**src/rtl/bus_pkg.sv**
```systemverilog
// Shared types and constants for the two-master split-capable bus arbiter.
package bus_pkg;

    // Arbiter FSM state; encodings are visible on the debug port.
    typedef enum logic [3:0] {
        StIdle = 4'd0,
        StM1   = 4'd1,
        StM2   = 4'd2
    } arb_state_t;

    // Master identifiers, also the bus_sel / split_master encoding.
    localparam logic MID_M1 = 1'b0;
    localparam logic MID_M2 = 1'b1;

endpackage

```
**src/rtl/split_tracker.sv**
```systemverilog
// Holds the single split slot: parked master, resume latch, timeout counter and abort pulse.
module split_tracker
    import bus_pkg::*;
#(
    parameter int unsigned SPLIT_TIMEOUT = 256,
    parameter int unsigned CNT_W         = 9
) (
    input  logic clk,
    input  logic rstn,
    input  logic split_set,      // owner was split this cycle (slot known to be free)
    input  logic split_id,       // which master was split
    input  logic regrant,        // parked master is being re-granted this cycle
    input  logic split_done,
    output logic split_pending,
    output logic split_master,
    output logic resume,
    output logic split_abort
);

    localparam logic [CNT_W-1:0] CntLast = CNT_W'(SPLIT_TIMEOUT - 1);

    logic             pending_q, pending_d;
    logic             master_q, master_d;
    logic             resume_q, resume_d;
    logic             abort_q, abort_d;
    logic [CNT_W-1:0] cnt_q, cnt_d;

    // Next-state for the split slot; split_done beats a same-cycle timeout.
    always_comb begin
        pending_d = pending_q;
        master_d  = master_q;
        resume_d  = resume_q;
        cnt_d     = cnt_q;
        abort_d   = 1'b0;
        if (split_set) begin
            pending_d = 1'b1;
            master_d  = split_id;
            resume_d  = 1'b0;
            cnt_d     = '0;
        end else if (pending_q) begin
            if (regrant) begin
                pending_d = 1'b0;
                resume_d  = 1'b0;
                cnt_d     = '0;
            end else if (!resume_q) begin
                if (split_done) begin
                    resume_d = 1'b1;
                end else if (cnt_q == CntLast) begin
                    pending_d = 1'b0;
                    abort_d   = 1'b1;
                    cnt_d     = '0;
                end else begin
                    cnt_d = cnt_q + 1'b1;
                end
            end
        end
    end

    // Split slot registers.
    always_ff @(posedge clk or negedge rstn) begin
        if (!rstn) begin
            pending_q <= 1'b0;
            master_q  <= MID_M1;
            resume_q  <= 1'b0;
            abort_q   <= 1'b0;
            cnt_q     <= '0;
        end else begin
            pending_q <= pending_d;
            master_q  <= master_d;
            resume_q  <= resume_d;
            abort_q   <= abort_d;
            cnt_q     <= cnt_d;
        end
    end

    assign split_pending = pending_q;
    assign split_master  = master_q;
    assign resume        = resume_q;
    assign split_abort   = abort_q;

endmodule

```
**src/rtl/bus_arbiter_split.sv**
```systemverilog
// Two-master bus arbiter with registered grants and a single parked split transaction.
module bus_arbiter_split
    import bus_pkg::*;
#(
    parameter int unsigned SPLIT_TIMEOUT = 256,
    parameter int unsigned CNT_W         = 9
) (
    input  logic       clk,
    input  logic       rstn,
    input  logic       m1_req,
    input  logic       m2_req,
    input  logic       s_split,
    input  logic       split_done,
    output logic       m1_grant,
    output logic       m2_grant,
    output logic       bus_sel,
    output logic       split_pending,
    output logic       split_master,
    output logic       split_abort,
    output logic [3:0] arbiter_state
);

    arb_state_t state_q, state_d;
    logic       m1_grant_q, m1_grant_d;
    logic       m2_grant_q, m2_grant_d;
    logic       bus_sel_q, bus_sel_d;

    logic split_set, split_id, regrant, resume;
    logic m1_parked, m2_parked, parked_req;

    // A parked master stays locked out until the slave has reported ready.
    assign m1_parked  = split_pending && !resume && (split_master == MID_M1);
    assign m2_parked  = split_pending && !resume && (split_master == MID_M2);
    assign parked_req = (split_master == MID_M2) ? m2_req : m1_req;

    // Grant decision and owner tracking.
    always_comb begin
        state_d    = state_q;
        m1_grant_d = 1'b0;
        m2_grant_d = 1'b0;
        bus_sel_d  = bus_sel_q;
        split_set  = 1'b0;
        split_id   = MID_M1;
        regrant    = 1'b0;
        case (state_q)
            StIdle: begin
                if (split_pending && resume && parked_req) begin
                    regrant = 1'b1;
                    if (split_master == MID_M2) begin
                        state_d    = StM2;
                        m2_grant_d = 1'b1;
                        bus_sel_d  = MID_M2;
                    end else begin
                        state_d    = StM1;
                        m1_grant_d = 1'b1;
                        bus_sel_d  = MID_M1;
                    end
                end else if (m1_req && !m1_parked) begin
                    state_d    = StM1;
                    m1_grant_d = 1'b1;
                    bus_sel_d  = MID_M1;
                end else if (m2_req && !m2_parked) begin
                    state_d    = StM2;
                    m2_grant_d = 1'b1;
                    bus_sel_d  = MID_M2;
                end
            end
            StM1: begin
                if (s_split && !split_pending) begin
                    split_set = 1'b1;
                    split_id  = MID_M1;
                    state_d   = StIdle;
                end else if (!m1_req) begin
                    state_d = StIdle;
                end else begin
                    m1_grant_d = 1'b1;
                end
            end
            StM2: begin
                if (s_split && !split_pending) begin
                    split_set = 1'b1;
                    split_id  = MID_M2;
                    state_d   = StIdle;
                end else if (!m2_req) begin
                    state_d = StIdle;
                end else begin
                    m2_grant_d = 1'b1;
                end
            end
            default: state_d = StIdle;
        endcase
    end

    // FSM state and registered grant outputs.
    always_ff @(posedge clk or negedge rstn) begin
        if (!rstn) begin
            state_q    <= StIdle;
            m1_grant_q <= 1'b0;
            m2_grant_q <= 1'b0;
            bus_sel_q  <= MID_M1;
        end else begin
            state_q    <= state_d;
            m1_grant_q <= m1_grant_d;
            m2_grant_q <= m2_grant_d;
            bus_sel_q  <= bus_sel_d;
        end
    end

    split_tracker #(
        .SPLIT_TIMEOUT(SPLIT_TIMEOUT),
        .CNT_W        (CNT_W)
    ) u_split_tracker (
        .clk          (clk),
        .rstn         (rstn),
        .split_set    (split_set),
        .split_id     (split_id),
        .regrant      (regrant),
        .split_done   (split_done),
        .split_pending(split_pending),
        .split_master (split_master),
        .resume       (resume),
        .split_abort  (split_abort)
    );

    assign m1_grant      = m1_grant_q;
    assign m2_grant      = m2_grant_q;
    assign bus_sel       = bus_sel_q;
    assign arbiter_state = state_q;

endmodule

```
**config.mk**
```make
export PLATFORM = sky130hd
export DESIGN_NAME = bus_arbiter_split
export DESIGN_NICKNAME = d
export VERILOG_FILES = /design/src/rtl/bus_pkg.sv /design/src/rtl/split_tracker.sv /design/src/rtl/bus_arbiter_split.sv
export SDC_FILE = /design/constraint.sdc
export NUM_CORES = 1
export LEC_CHECK = 0
export ABC_AREA = 1
export CORE_ASPECT_RATIO = 1.25
export CORE_UTILIZATION = 48
export DETAILED_ROUTE_END_ITERATION = 8
export GPL_TIMING_DRIVEN = 0
export PLACE_DENSITY_LB_ADDON = 0.12
export SYNTH_ARGS = -nofsm -noshare
export SYNTH_HDL_FRONTEND = slang
export SYNTH_SLANG_ARGS = --single-unit
```
**constraint.sdc**
```tcl
create_clock -name clk -period 1.4 [get_ports clk]
set_input_delay 0.28 -clock clk [delete_from_list [all_inputs] [get_ports clk]]
set_output_delay 0.28 -clock clk [all_outputs]
set_load 0.01 [all_outputs]
```
==> results of run 1 <==
timing repair:
action,CTS,global route
endpoints found under the hold margin,0,0
gates cloned,1,0
pin swaps,1,3
resized for setup,26,12
endpoints found under the setup margin,17,15
buffers inserted,12,6
cell usage after synthesis (all sizes together):
cell type,number
a21oi,2
buf,4
clkinv,1
conb,1
dfrtp,18
ha,4
inv,17
nand2,54
nand3,14
nand3b,2
nand4,10
nor2,11
nor3,1
o21ai,8
o21bai,2
or2,1
final cells by class:
class	count	area (um^2)	area share [%]
plain buffers	4	45.0	2.79
repair buffers	32	279	17.3
well taps	31	38.8	2.40
clock buffers	4	36.3	2.25
flip-flops and latches	18	450	27.9
multi-input cells	111	689	42.7
inverters	18	73.8	4.58
registers in the layout (all words and copies together), names as in the netlist:
name	count
m1_grant	1
arbiter_state	2
bus_sel	1
m2_grant	1
u_split_tracker.resume	1
u_split_tracker.split_master	1
u_split_tracker.split_abort	1
u_split_tracker.cnt_q	9
u_split_tracker.split_pending	1
power by group:
part / leakage, nW / internal (mW) / switching, mW
logic: 0.579 / 0.945 / 1.06
clock network: 0.0210 / 0.159 / 0.163
registers: 0.233 / 0.674 / 0.111
layer usage:
layer	up-vias	part of all wire, %	GRT usage, %
met3	6	2.5	1.93
met4	0	1.5	10.8
met2	24	54	40.4
li1	556	-	-
met1	502	42	28.5
met5	-	0	0
worst max-delay path: stages, from the launching register on:
cell	delay, ps
sky130_fd_sc_hd__dfrtp_1	410
sky130_fd_sc_hd__inv_2	70
sky130_fd_sc_hd__ha_4	270
sky130_fd_sc_hd__nand3_4	90
sky130_fd_sc_hd__buf_8	150
sky130_fd_sc_hd__nand2_8	70
sky130_fd_sc_hd__nand2_8	70
sky130_fd_sc_hd__buf_8	140
sky130_fd_sc_hd__nand2_2	50
sky130_fd_sc_hd__o21ai_2	50
cell families after synthesis:
kind of cell               Yosys count  synth area share [%]
DFF                                 18                  39.4
buffers and inverters               22                  9.30
AOI/OAI and AO/OA                   12                  6.35
and+or+nand+nor                     93                  40.3
adders and majority gates            4                  4.38
other                                1                 0.328
cells in the final DEF, fill, tap and decap left out, types with 4 or more instances in the layout:
cell,Yosys,layout
sky130_fd_sc_hd__o21ai_1,2,5
sky130_fd_sc_hd__inv_1,15,13
sky130_fd_sc_hd__nor2_1,11,8
sky130_fd_sc_hd__nand4_1,10,10
sky130_fd_sc_hd__nand2_4,3,4
sky130_fd_sc_hd__dlygate4sd2_1,0,7
sky130_fd_sc_hd__nand3_1,11,10
sky130_fd_sc_hd__dfrtp_1,18,18
sky130_fd_sc_hd__nand2_2,2,8
sky130_fd_sc_hd__clkdlybuf4s50_1,0,5
sky130_fd_sc_hd__buf_4,2,20
sky130_fd_sc_hd__nand2_1,49,40
worst paths after layout:
| path | startpoint | endpoint | slack, ps |
|---|---|---|---|
| worst max-delay path | arbiter_state[0] | u_split_tracker.cnt_q[2] | -60 |
| worst min register to register | bus_sel | bus_sel | 480 |
| max in group asynchronous | rstn | m1_grant | 410 |
| worst min-delay path | rstn | u_split_tracker.resume | 450 |
| min in group clk | bus_sel | bus_sel | 480 |
| worst max register to register | arbiter_state[0] | u_split_tracker.cnt_q[2] | -60 |
==> key figures, run 1 <==
Outcome
  • Run status: complete, but fails checks
  • Violations in the final reports: setup timing

Clock tree
  • CTS tree: yes
  • Total number of H-tree levels: 1
  • Num Clock Sinks: 18
  • Worst-skew pair later-pin latency: 300 ps
  • Number of clock buffers inserted by TritonCTS: 3
  • Number of hold-repair buffers added at the cts stage: 0
  • Cell at the root of the clock tree: sky130_fd_sc_hd__clkbuf_4
  • Clk slew on worst S/H paths: 110 ps
  • Largest buffer count on any clock path: 2

Timing
  • Final Hold Fails: 0
  • Layout Skew: 14.4 ps
  • Slew Viols, Final: 0
  • Final setup TNS: -367 ps
  • Unrepaired setup endpoints after global routing: yes
  • Share of the clock period used by the worst path: 104%
  • Min Hold Slack: 451 ps
  • Post-layout minimum cycle time: 1460 ps
  • Worst relative slew slack: 43.0%
  • Fmax achieved: 685 MHz
  • Actual transition at the worst max-transition pin: 853 ps
  • Final worst setup slack: -60.0 ps
  • Count of final setup violators: 8

Setup path
  • Req. time, crit path: 1590 ps
  • R2R depth: 9
  • Critical Path Fanout Max: 5
  • Launching element type of the critical path: flip-flop
  • Endpoint arrival time on the critical path: 1650 ps
  • Critical path capture point type: flip-flop
  • Classification of the worst setup path: reg2reg

Place
  • Cell Count Post-Placement: 195
  • Post-DP Area: 1340 um^2
  • Final GP Congestion: 0.851
  • HPWL Detailed: 1770 um
  • Post-Place Setup Slack: -354 ps
  • Port buffer count: 13

Routing
  • Total wirelength of the detailed-routed design: 2690 um
  • Iteration-0 DRC count of the detailed router: 17
  • Detailed-router iteration count before antenna repair: 4
  • Remaining DRCs: 0
  • Drt wl/cell: 12.3 um
  • Detailed-route via count: 1088
  • Vias per Instance: 4.99
  • ANT nets after route: 0

Synthesis
  • Post-synth top area cell: sky130_fd_sc_hd__dfrtp_1
  • Avg Synthesized Cell Area: 7.62 um^2
  • Ranking of synthesized cells by area: sky130_fd_sc_hd__dfrtp_1 39%, sky130_fd_sc_hd__nand2_1 16%, sky130_fd_sc_hd__nand4_1 5.5%
  • Area share of the leading cell type in the synthesized netlist: 39.4%
  • Cells after Synth: 150
  • Sequential element share of the synthesized area: 39.4%
  • Number of synthesized register bits: 18
  • Area of the mapped netlist: 1140 um^2
  • Distinct cells, synth: 24
  • Number of warnings printed during yosys synthesis: 0

Pwr
  • VDD IR-drop max: 1.25 mV
  • Pwr Density: 1930 nW/um^2
  • Power consumption: 3.11 mW
  • Leakage power of the design: 0.833 nW

Final layout
  • Final antenna diode count: 0
  • Fraction of final layout cells sized beyond drive strength 1: 32.1%
  • Synth-to-Final Area Change: 41.0%
  • Core Util, Final: 72.2%
  • Number of nets in the layout: 198
  • Fill cell count: 197
  • Final instance area: 1610 um^2
  • Non-filler instance count after layout: 218

Die
  • DIE AREA: 2580 um^2
  • Initial cell density of the core: 51.2%
  • Std-Cell Rows: 19
  • Top-level I/O count: 16
  • Chip height: 56.6 um
  • Core ar.: 2230 um^2
  • Horizontal extent of the die: 45.7 um

GRT
  • Global-route total usage across every layer: 23.6%
  • Global-route wire length before repair: 4420 um
  • Via count of the first global-routing pass: 1071
  • Pin count of the biggest net entering global routing: 19
  • Total grt overflow: 0
  • Initial antenna violation count: 0

Min path
  • Hold Path Class: in2async

Flow run
  • Number of violations of the max-capacitance limit: 0
(Power assumes the default switching activity.)
==> inputs of run 2 (changes only) <==
- ABC_CLOCK_PERIOD_IN_PS: not set -> 1400
- GPL_ROUTABILITY_DRIVEN: not set -> 0
==> results of run 2 <==
No change in the layout: final DEF, timing and power equal those of run 1.
